<file path="src/rtl/demux16_pkg.sv">
// rtl/demux16_pkg.sv - shared defaults and channel-select type for the two-way stream demux
package demux16_pkg;

    localparam int DEFAULT_WIDTH = 16;
    localparam int DEFAULT_DEPTH = 2;

    typedef enum logic {
        CH0 = 1'b0,
        CH1 = 1'b1
    } ch_sel_e;

endpackage

</file>
<file path="src/rtl/demux16_fifo.sv">
// rtl/demux16_fifo.sv - per-channel synchronous FIFO with occupancy count
module demux16_fifo
    import demux16_pkg::*;
#(
    parameter int WIDTH = DEFAULT_WIDTH,
    parameter int DEPTH = DEFAULT_DEPTH
) (
    input  logic                       clk,
    input  logic                       rst_n,
    input  logic                       push,
    input  logic                       pop,
    input  logic [WIDTH-1:0]           wdata,
    output logic [WIDTH-1:0]           rdata,
    output logic [$clog2(DEPTH):0]     count,
    output logic                       full,
    output logic                       empty
);

    localparam int PW = $clog2(DEPTH);
    localparam int CW = PW + 1;

    logic [WIDTH-1:0] mem_q [DEPTH];
    logic [WIDTH-1:0] mem_d [DEPTH];
    logic [PW-1:0]    wr_ptr_q, wr_ptr_d;
    logic [PW-1:0]    rd_ptr_q, rd_ptr_d;
    logic [CW-1:0]    count_q, count_d;

    // Pointers wrap naturally because DEPTH is a power of two.
    always_comb begin
        mem_d    = mem_q;
        wr_ptr_d = wr_ptr_q;
        rd_ptr_d = rd_ptr_q;
        count_d  = count_q;
        if (push) begin
            mem_d[wr_ptr_q] = wdata;
            wr_ptr_d        = wr_ptr_q + PW'(1);
        end
        if (pop) begin
            rd_ptr_d = rd_ptr_q + PW'(1);
        end
        case ({push, pop})
            2'b10:   count_d = count_q + CW'(1);
            2'b01:   count_d = count_q - CW'(1);
            default: count_d = count_q;
        endcase
    end

    always_ff @(posedge clk or negedge rst_n) begin
        if (!rst_n) begin
            wr_ptr_q <= '0;
            rd_ptr_q <= '0;
            count_q  <= '0;
        end else begin
            wr_ptr_q <= wr_ptr_d;
            rd_ptr_q <= rd_ptr_d;
            count_q  <= count_d;
        end
    end

    // Storage carries no reset; contents are only meaningful below count_q.
    always_ff @(posedge clk) begin
        mem_q <= mem_d;
    end

    assign rdata = mem_q[rd_ptr_q];
    assign count = count_q;
    assign full  = (count_q == CW'(DEPTH));
    assign empty = (count_q == '0);

endmodule

</file>
<file path="src/rtl/demux16_stream.sv">
// rtl/demux16_stream.sv - routes one input stream into two buffered output channels
module demux16_stream
    import demux16_pkg::*;
#(
    parameter int WIDTH = DEFAULT_WIDTH,
    parameter int DEPTH = DEFAULT_DEPTH
) (
    input  logic                   clk,
    input  logic                   rst_n,
    input  logic                   in_valid,
    output logic                   in_ready,
    input  logic [WIDTH-1:0]       in_data,
    input  logic                   in_sel,
    output logic                   out0_valid,
    input  logic                   out0_ready,
    output logic [WIDTH-1:0]       out0_data,
    output logic [$clog2(DEPTH):0] out0_count,
    output logic                   out1_valid,
    input  logic                   out1_ready,
    output logic [WIDTH-1:0]       out1_data,
    output logic [$clog2(DEPTH):0] out1_count,
    output logic [15:0]            drop_cnt
);

    logic    full0, full1, empty0, empty1;
    logic    push0, push1, pop0, pop1;
    logic    xfer;
    ch_sel_e sel;

    logic [15:0] drop_cnt_q, drop_cnt_d;

    assign sel = ch_sel_e'(in_sel);

    // Ready looks only at registered fullness, so a full channel cannot
    // take a word in the same cycle it pops one.
    assign in_ready = (sel == CH1) ? !full1 : !full0;
    assign xfer     = in_valid && in_ready;
    assign push0    = xfer && (sel == CH0);
    assign push1    = xfer && (sel == CH1);
    assign pop0     = !empty0 && out0_ready;
    assign pop1     = !empty1 && out1_ready;

    always_comb begin
        drop_cnt_d = drop_cnt_q;
        if (in_valid && !in_ready && (drop_cnt_q != 16'hFFFF)) begin
            drop_cnt_d = drop_cnt_q + 16'd1;
        end
    end

    always_ff @(posedge clk or negedge rst_n) begin
        if (!rst_n) begin
            drop_cnt_q <= '0;
        end else begin
            drop_cnt_q <= drop_cnt_d;
        end
    end

    demux16_fifo #(.WIDTH(WIDTH), .DEPTH(DEPTH)) u_fifo0 (
        .clk   (clk),
        .rst_n (rst_n),
        .push  (push0),
        .pop   (pop0),
        .wdata (in_data),
        .rdata (out0_data),
        .count (out0_count),
        .full  (full0),
        .empty (empty0)
    );

    demux16_fifo #(.WIDTH(WIDTH), .DEPTH(DEPTH)) u_fifo1 (
        .clk   (clk),
        .rst_n (rst_n),
        .push  (push1),
        .pop   (pop1),
        .wdata (in_data),
        .rdata (out1_data),
        .count (out1_count),
        .full  (full1),
        .empty (empty1)
    );

    assign out0_valid = !empty0;
    assign out1_valid = !empty1;
    assign drop_cnt   = drop_cnt_q;

endmodule

</file>
<file path="config.mk">
export PLATFORM = sky130hd
export DESIGN_NAME = demux16_stream
export DESIGN_NICKNAME = d
export VERILOG_FILES = /design/src/rtl/demux16_pkg.sv /design/src/rtl/demux16_fifo.sv /design/src/rtl/demux16_stream.sv
export SDC_FILE = /design/constraint.sdc
export NUM_CORES = 1
export LEC_CHECK = 0
export ABC_CLOCK_PERIOD_IN_PS = 3900
export CAP_MARGIN = 20
export CORE_MARGIN = 2
export CORE_UTILIZATION = 54
export CTS_CLUSTER_SIZE = 30
export DETAILED_ROUTE_END_ITERATION = 16
export GPL_TIMING_DRIVEN = 0
export PLACE_DENSITY = 0.84
export SLEW_MARGIN = 20
export SYNTH_ARGS = -nofsm -noshare
export SYNTH_HDL_FRONTEND = slang
export SYNTH_HIERARCHICAL = 1
export SYNTH_SLANG_ARGS = --single-unit
</file>
<file path="constraint.sdc">
create_clock -name clk -period 3.9 [get_ports clk]
set_input_delay 0.585 -clock clk [delete_from_list [all_inputs] [get_ports clk]]
set_output_delay 0.585 -clock clk [all_outputs]
set_load 0.02 [all_outputs]
</file>
==> results of run 1 <==
==> state kept, by name, summed over array words and instances, names as in the netlist <==
| signal | flops |
|---|---|
| u_fifo1/mem_q | 32 |
| u_fifo1/count | 2 |
| u_fifo0/rd_ptr_q | 1 |
| u_fifo0/mem_q | 32 |
| u_fifo0/wr_ptr_q | 1 |
| u_fifo1/wr_ptr_q | 1 |
| u_fifo0/count | 2 |
| u_fifo1/rd_ptr_q | 1 |
| drop_cnt | 16 |
==> synthesized netlist by cell type (2+ instances only) <==
cell,number
edfxtp_1,64
dfrtp_1,24
mux2_4,19
xor2_1,18
mux2_2,15
nor2_1,9
nor3_1,7
nand2_1,6
inv_1,5
nand3_1,5
xnor2_1,4
and2_1,3
and4_1,3
ha_1,3
nand4_1,3
nor2b_1,3
nor3b_1,3
a21oi_1,2
buf_12,2
buf_6,2
nand4_2,2
==> per-stage QoR <==
stage	instances	util [%]	power (µW)
6_report	383	73.40	3216
4_1_cts	383	73.48	3247
5_1_grt	383	73.40	3367
2_1_floorplan	213	-	2043
3_3_place_gp	366	69.74	2514
3_5_place_dp	367	69.99	2554
==> area by class of cell <==
type	count	area, µm²
buffer	4	62.56
clock buffer	9	123.9
clock inverter	7	101.3
fill	428	1718
inverter	5	18.77
multi-input combinational	116	1049
sequential	88	2522
tap	77	96.34
timing repair buffer	77	767.0
==> cells by family after synthesis <==
kind of cell / synth area share, %
DFF: 69.16
and+or+nand+nor: 8.370
muxes: 12.45
xor gates and xnor gates: 5.283
buffers and inverters: 2.230
AOI/OAI and AO/OA: 1.475
adders and majority gates: 1.029
==> how the worst min path moves through the flow <==
stage                             to  cells past startpoint  slack, ns
floorplan                drop_cnt[0]                      0       0.29
global placement    u_fifo1/wr_ptr_q                      1       0.47
detailed placement  u_fifo1/wr_ptr_q                      1       0.50
CTS                 u_fifo1/wr_ptr_q                      1       0.52
global route            drop_cnt[11]                      1       0.22
finish              u_fifo0/wr_ptr_q                      1       0.21
==> power breakdown <==
| part | internal [µW] | switching, µW |
|---|---|---|
| logic | 655 | 601 |
| registers | 1170 | 98.7 |
| clock network | 368 | 323 |
| total | 2190 | 1020 |
==> layer usage <==
metal / track usage, % / vias up
met2: 34.60 / 77
met5: 0 / -
met4: 5.966 / 0
met1: 24.01 / 1034
met3: 4.667 / 7
li1: - / 971
==> worst max-delay path, cell delays in order <==
cell             delay [ns]
clkdlybuf4s50_1        0.50
mux2_2                 0.40
inv_1                  0.07
clkdlybuf4s50_1        0.60
==> results.tsv, run 1 <==
metric	value	unit
PostCTS Resize Cnt	0	
largest net degree at the start of global routing	25	
CORE AREA	6459	µm²
IO buf count	76	
WL met1	2886	µm
RSZ-0062 raised after global routing	false	
relative slew slack	37.45	%
via-per-instance ratio	5.454	
Crit. End Element	output pin	
insertion delay to the later sink of the worst-skew pair	0.35	ns
die height	86.19	µm
Num CTS Buffers	9	
period utilisation layout	70.23	%
Leakage	0.001850	µW
reg2reg start	u_fifo0/count[0]	
post-route cell area	4741	µm²
commonest non-fill, non-tap cell in the layout	clkdlybuf4s50_1	
Iter 0 DRT Violations	90	
share of post-route cells with drive strength above 1	20.59	%
slew of the pin with the lowest slew margin	0.9372	ns
critical path type	in -> out	
met3 wire len	325	µm
sequential area share after synthesis	69.16	%
cell taking the most area after synthesis	edfxtp_1	
Pwr Density	678.3	nW/µm²
Clock H-tree levels	3	
Boundary Pins	77	
number of library cell types mapped by synthesis	32	
Peak supply drop	0.3659	mV
FP Rows	29	
clock sinks	88	
Crit path arrival time	2.15	ns
Final Setup Violations	0	
CP endpoint	in_ready	
Ys Warns	6	
nets	326	
Mapped Cells	213	
crit path max fanout	6	
commonest non-fill, non-tap cells in the layout	75 x clkdlybuf4s50_1, 64 x edfxtp_1, 24 x dfrtp_1	
synth top area cells	edfxtp_1 53%, dfrtp_1 16%, mux2_4 7.8%	
Slew Viols, Final	0	
grt ovf	0	
top cell type's share of synthesized area	52.69	%
min Tclk post-route	2.739	ns
Hold Buf Count CTS	0	
Routed WL per cell	17.90	µm
Synth Cell Area	3647	µm²
routability cong.	0.8196	
#FFs+latches synth	88	
Synth Net Count	238	
maximum clock rate	365.1	MHz
Initial Utilization	56.47	%
startpoint type of the worst setup path	input pin	
Post-Route WL	6855	µm
Die X	86.19	µm
DR vias	2089	
Fin Setup TNS	0	ns
reg2reg path depth	4	
Worst Slack Setup Final	1.161	ns
WP data required	3.31	ns
n_diodes	0	
Total GRT Usage	19.58	%
WHS	0.2082	ns
vias in the first global route	2159	
routed wl met2	3578	µm
Clock Pin Slew Worst Setup and Hold Paths	0.09	ns
DRT Pass-1 Iters	4	
die area	7428	µm²
initial antenna violation count	0	
status	finished clean	
Detail Route Antenna Nets	0	
crit path launch	in_sel	
P&R area growth vs syn	29.98	%
top sig layer	met4	
# DRC	0	
ys flop type	edfxtp_1	
CTS tree	yes	
dpl ws	1.092	ns
Detail Placement HPWL	4735	µm
Avg Inst Size Synth	17.12	µm²
Post-synth ARST share	27.27	%
max_cap viols	0	
clock tree buffer depth	2	
Hold Vio Cnt, Final	0	
r2r endpoint	u_fifo0/mem_q[25]	
clk root buf	clkbuf_8	
Hold Path Class	in -> async	
Clock Skew	0.008245	ns
postcts setup bufs	0	
EDFF count, synth	64	
first-pass GRT wire length	10860	µm
R2R setup slack	1.67	ns
placed cell area	4521	µm²
No activity file was read; power rests on OpenSTA's default activity.
==> run 2, diff against run 1 <==
- ABC_CLOCK_PERIOD_IN_PS: 3900 -> 2300
- CORE_UTILIZATION: 54 -> 46
- PLACE_DENSITY: 0.84 -> 0.76
- clock period: 3.9 -> 2.3 ns (I/O delays scaled with it)
==> results.tsv, run 2 (same netlist as run 1, synthesis figures left out) <==
metric	value	unit	change
Total GRT Usage	15.91	%	-3.7 points
clock sinks	88		unchanged
Hold Path Class	in -> async		
Peak supply drop	0.5615	mV	+53%
grt ovf	0		unchanged
crit path cell chain	buf_6, buf_12, mux2_4, clkdlybuf4s50_1		
Sw Ratio	31.48	%	-0.33 points
initial antenna violation count	0		unchanged
Boundary Pins	77		unchanged
dpl ws	-0.1901	ns	-1.283 ns
commonest non-fill, non-tap cell in the layout	clkdlybuf4s50_1		
Detail Route Antenna Nets	0		unchanged
crit path max fanout	10		+4
min Tclk post-route	2.198	ns	
Worst Slack Setup Final	0.1017	ns	-1.059 ns
relative slew slack	41.99	%	+4.5 points
DR vias	2082		-0.34%
Iter 0 DRT Violations	121		+34%
Fin Setup TNS	0	ns	unchanged
combinational share of power	39.6	%	+0.5 points
clock share of power	21.1	%	-0.4 points
die height	93.05	µm	+8.0%
clk root buf	clkbuf_8		
commonest non-fill, non-tap cells in the layout	74 x clkdlybuf4s50_1, 64 x edfxtp_1, 24 x dfrtp_1		
clock tree buffer depth	2		unchanged
status	complete, but fails checks		
insertion delay to the later sink of the worst-skew pair	0.34	ns	about the same
failing checks	negative hold slack		
Routed WL per cell	15.75	µm	-12%
startpoint type of the worst setup path	flop		
DRT Pass-1 Iters	5		+1
Crit path arrival time	1.85	ns	-0.30 ns
Initial Utilization	47.44	%	-9.0 points
CORE AREA	7687	µm²	+19%
period utilisation layout	95.58	%	
largest net degree at the start of global routing	25		unchanged
Detail Placement HPWL	4313	µm	-8.9%
Bufs and invs on worst path	3		unchanged
Clock Skew	0.007474	ns	-0.0007706 ns
Worst path top cell family by delay	buffers and inverters		
via-per-instance ratio	5.090		-6.7%
WHS	-0.01494	ns	-0.2232 ns
FP Rows	32		+10%
Reg power frac	39.3	%	about the same
Num CTS Buffers	9		unchanged
Clock Pin Slew Worst Setup and Hold Paths	0.09	ns	about the same
share of post-route cells with drive strength above 1	20.85	%	+0.26 points
Clock H-tree levels	3		unchanged
Psw	1710	µW	+67%
cell-internal power	3722	µW	+70%
Leakage	0.001853	µW	+0.16%
RSZ-0062 raised after global routing	false		
Hold Buf Count CTS	0		unchanged
Slew Viols, Final	0		unchanged
max_cap viols	0		unchanged
Post-Route WL	6441	µm	-6.0%
fin util	62.29	%	-11 points
R2R setup slack	0.17	ns	-1.50 ns
Die X	93.05	µm	+8.0%
die area	8657	µm²	+17%
slew of the pin with the lowest slew margin	0.8702	ns	-0.06703 ns
# DRC	0		unchanged
vias in the first global route	2144		-0.69%
slowest CP cell	clkdlybuf4s50_1		
CTS tree	yes		
maximum clock rate	454.9	MHz	
nets	328		+0.61%
critical path type	reg -> out		
P&R area growth vs syn	31.29	%	
routability cong.	0.8641		+5.4%
slowest stage delay, CP	0.53	ns	-0.07 ns
Pwr Density	1134	nW/µm²	+67%
IO buf count	76		unchanged
n_diodes	0		unchanged
Hold Vio Cnt, Final	24		+24
WP data required	1.96	ns	-1.35 ns
first-pass GRT wire length	10490	µm	-3.4%
Final Setup Violations	0		unchanged
Crit. End Element	output pin		
## run 2: cell types whose count changed in the layout (fill, tap and decap cells not counted), sizes merged
cell and delta:
clkdlybuf4s50 -1, buf +2, inv -1, clkinv -1, clkinvlp +1, dlygate4sd2 +1
## run 2: worst reg2reg max path: stages, from the launching register on
cell and delay (ns):
dfrtp_1 0.42, and2b_1 0.19, nor3b_1 0.37, and2_1 0.76
## run 2: stage by stage
stage | total power (µW) | area, µm² | cells
final | 5432 | 4788 | 409
after global routing | 5698 | 4788 | 409
after CTS | 5487 | 4793 | 409
after detailed placement | 4330 | 4571 | 393
after global placement | 4278 | 4536 | 391
after floorplan | 3463 | 3647 | 213
## run 2: what timing repair did
item                                    in CTS  in global routing
buffers inserted                             1                  0
gates resized for setup                      1                  0
endpoints found under the setup margin       1                  0
## run 2: final timing paths
check,endpoint,depth (start not counted),start
max,out1_data[9],4,u_fifo1/rd_ptr_q
min,drop_cnt[2],1,rst_n
max reg2reg,u_fifo0/mem_q[0],3,u_fifo0/count[1]
min reg2reg,u_fifo0/wr_ptr_q,1,u_fifo0/wr_ptr_q
max in group asynchronous,u_fifo1/wr_ptr_q,1,rst_n
min in group clk,u_fifo0/wr_ptr_q,1,u_fifo0/wr_ptr_q
## run 2: layout make-up
class	instances	area, µm²
Fill cell	598	2899
Multi-Input combinational cell	116	1049
Timing Repair Buffer	79	792.0
Tap cell	102	127.6
Inverter	5	18.77
Clock buffer	9	123.9
Buffer	4	62.56
Sequential cell	88	2522
Clock inverter	6	92.59
## run 2: per-layer routing
layer / GRT usage (%) / wire, µm / vias up
li1: - / - / 972
met1: 20.65 / 2849 / 1028
met2: 26.57 / 3175 / 75
met3: 3.626 / 349 / 7
met4: 5.392 / 65 / 0
met5: 0 / 0 / -
## run 2: power groups by stage
stage / Clock [µW] / Sequential (µW) / Combinational [µW]
after global placement: 0 / 2170 / 2110
final: 1140 / 2140 / 2150
after detailed placement: 0 / 2180 / 2150
after CTS: 1170 / 2140 / 2180
after floorplan: 0 / 2230 / 1230
after global routing: 1240 / 2170 / 2290
==> run 3, diff against run 2 <==
--- a/config.mk
+++ b/config.mk
@@ -6,5 +6,5 @@
 export NUM_CORES = 1
 export LEC_CHECK = 0
-export ABC_CLOCK_PERIOD_IN_PS = 2300
+export ABC_CLOCK_PERIOD_IN_PS = 1800
 export CAP_MARGIN = 20
 export CORE_MARGIN = 2
@@ -14,5 +14,5 @@
 export GPL_TIMING_DRIVEN = 0
 export PLACE_DENSITY = 0.76
-export SLEW_MARGIN = 20
+export SLEW_MARGIN = 15
 export SYNTH_ARGS = -nofsm -noshare
 export SYNTH_HDL_FRONTEND = slang
==> constraint.sdc (replaced) <==
create_clock -name clk -period 1.8 [get_ports clk]
set_input_delay 0.18 -clock clk [delete_from_list [all_inputs] [get_ports clk]]
set_output_delay 0.18 -clock clk [all_outputs]
set_load 0.02 [all_outputs]
==> results.tsv, run 3 (same netlist as run 1, synthesis figures left out) <==
metric	value	unit	change
maximum clock rate	585.6	MHz	
Leakage	0.001936	µW	+4.5%
Initial Utilization	47.44	%	unchanged
Detail Route Antenna Nets	0		unchanged
IO buf count	76		unchanged
period utilisation layout	94.87	%	
Hold Vio Cnt, Final	0		-100%
Peak supply drop	0.8358	mV	+49%
die area	8657	µm²	unchanged
Fin Setup TNS	0	ns	unchanged
Post-Route WL	6673	µm	+3.6%
slowest CP cell	dfrtp_2		
max_cap viols	0		unchanged
clk root buf	clkbuf_8		
die height	93.05	µm	unchanged
first-pass GRT wire length	10560	µm	+0.60%
relative slew slack	63.01	%	+21 points
commonest non-fill, non-tap cell in the layout	edfxtp_1		
min Tclk post-route	1.708	ns	
Boundary Pins	77		unchanged
n_diodes	0		unchanged
P&R area growth vs syn	31.84	%	
slew of the pin with the lowest slew margin	0.5548	ns	-0.3153 ns
Iter 0 DRT Violations	54		-55%
status	finished clean		
clock tree buffer depth	2		unchanged
Clock Skew	0.01078	ns	+0.003308 ns
critical path type	reg -> reg		
Routed WL per cell	15.89	µm	+0.89%
crit path max fanout	5		-5
CTS tree	yes		
R2R setup slack	0.09	ns	-0.08 ns
routability cong.	0.8157		-5.6%
Crit path arrival time	1.93	ns	+0.08 ns
Clock Pin Slew Worst Setup and Hold Paths	0.08	ns	about the same
grt ovf	0		unchanged
nets	338		+3.0%
r2r endpoint	drop_cnt[5]		
insertion delay to the later sink of the worst-skew pair	0.35	ns	about the same
DRT Pass-1 Iters	4		-1
slowest stage delay, CP	0.41	ns	-0.12 ns
Pwr Density	1406	nW/µm²	+24%
startpoint type of the worst setup path	flop		
Crit. End Element	flop		
Hold Path Class	in -> async		
FP Rows	32		unchanged
vias in the first global route	2179		+1.6%
WP data required	2.03	ns	+0.07 ns
CORE AREA	7687	µm²	unchanged
Power, Total	6762	µW	+24%
via-per-instance ratio	4.967		-2.4%
Die X	93.05	µm	unchanged
commonest non-fill, non-tap cells in the layout	64 x edfxtp_1, 42 x clkdlybuf4s50_1, 21 x dfrtp_1		
Total GRT Usage	16.25	%	+0.35 points
clock sinks	88		unchanged
reg2reg path depth	6		+3
initial antenna violation count	0		unchanged
# DRC	0		unchanged
share of post-route cells with drive strength above 1	32.08	%	+11 points
Final Setup Violations	0		unchanged
Detail Placement HPWL	4328	µm	+0.35%
Num CTS Buffers	9		unchanged
DR vias	2086		+0.19%
Clock H-tree levels	3		unchanged
largest net degree at the start of global routing	25		unchanged
reg2reg start	drop_cnt[0]		
crit path cell chain	ha_1, nand3_1, nor4b_4, buf_4, nor3_1, xor2_1		
Slew Viols, Final	0		unchanged
[run 3: where the power goes]
part	total, µW	switching, µW	internal [µW]
combinational	2670	1340	1330
sequential	2740	203	2540
clock	1350	694	656
total	6760	2240	4530
[run 3: what timing repair did]
item | 4_1_cts | 5_1_grt
resized for setup | 64 | 26
setup endpoints to repair | 98 | 58
hold endpoints to repair | 0 | 24
buffers inserted | 2 | 9
hold buffers | 0 | 1
pin swaps | 1 | 4
gates cloned | 0 | 1
[run 3: worst max path at each step]
| stage | from | endpoint | slack, ns | cells past startpoint |
|---|---|---|---|---|
| floorplan | u_fifo0/count[1] | u_fifo0/count[1] | 0.03 | 6 |
| global placement | in_valid | u_fifo1/mem_q[31] | -0.44 | 5 |
| detailed placement | in_valid | u_fifo1/mem_q[21] | -0.47 | 5 |
| CTS | u_fifo0/count[0] | in_ready | -0.08 | 4 |
| global route | u_fifo0/count[1] | u_fifo0/count[1] | -0.004 | 7 |
| finish | drop_cnt[0] | drop_cnt[5] | 0.09 | 6 |
[run 3: layout make-up]
cell class,instances,area (µm²)
Tap cell,102,127.6
Multi-Input combinational cell,116,1082
Buffer,4,66.31
Clock inverter,7,77.57
Fill cell,598,2879
Timing Repair Buffer,89,785.8
Sequential cell,88,2526
Inverter,5,18.77
Clock buffer,9,123.9
[run 3: metrics by stage]
stage,util [%],instances,hold WS [ns],worst slack [ns],area [µm²]
after floorplan,-,213,-0.1156,0.02520,3660
after global placement,59.16,391,0.4882,-0.4388,4548
after detailed placement,59.16,391,0.5011,-0.4719,4548
after CTS,62.21,409,0.4473,-0.08462,4782
after global routing,62.55,420,0.3838,-0.003979,4808
final,62.55,420,0.3541,0.09238,4808
[run 3: metal layers]
layer	vias up	track usage, %	wire length [µm]
met5	-	0	0
met4	0	5.637	66
met3	6	5.077	436
met2	63	27.36	3259
met1	1023	19.91	2910
li1	994	-	-
[run 3: critical path, delay by kind of cell, from the launching register on]
family	cells	cell delay (ns)
buffers and inverters	1	0.18
and+or+nand+nor	3	0.63
adders and majority gates	1	0.20
DFF	1	0.41
xor gates and xnor gates	1	0.15
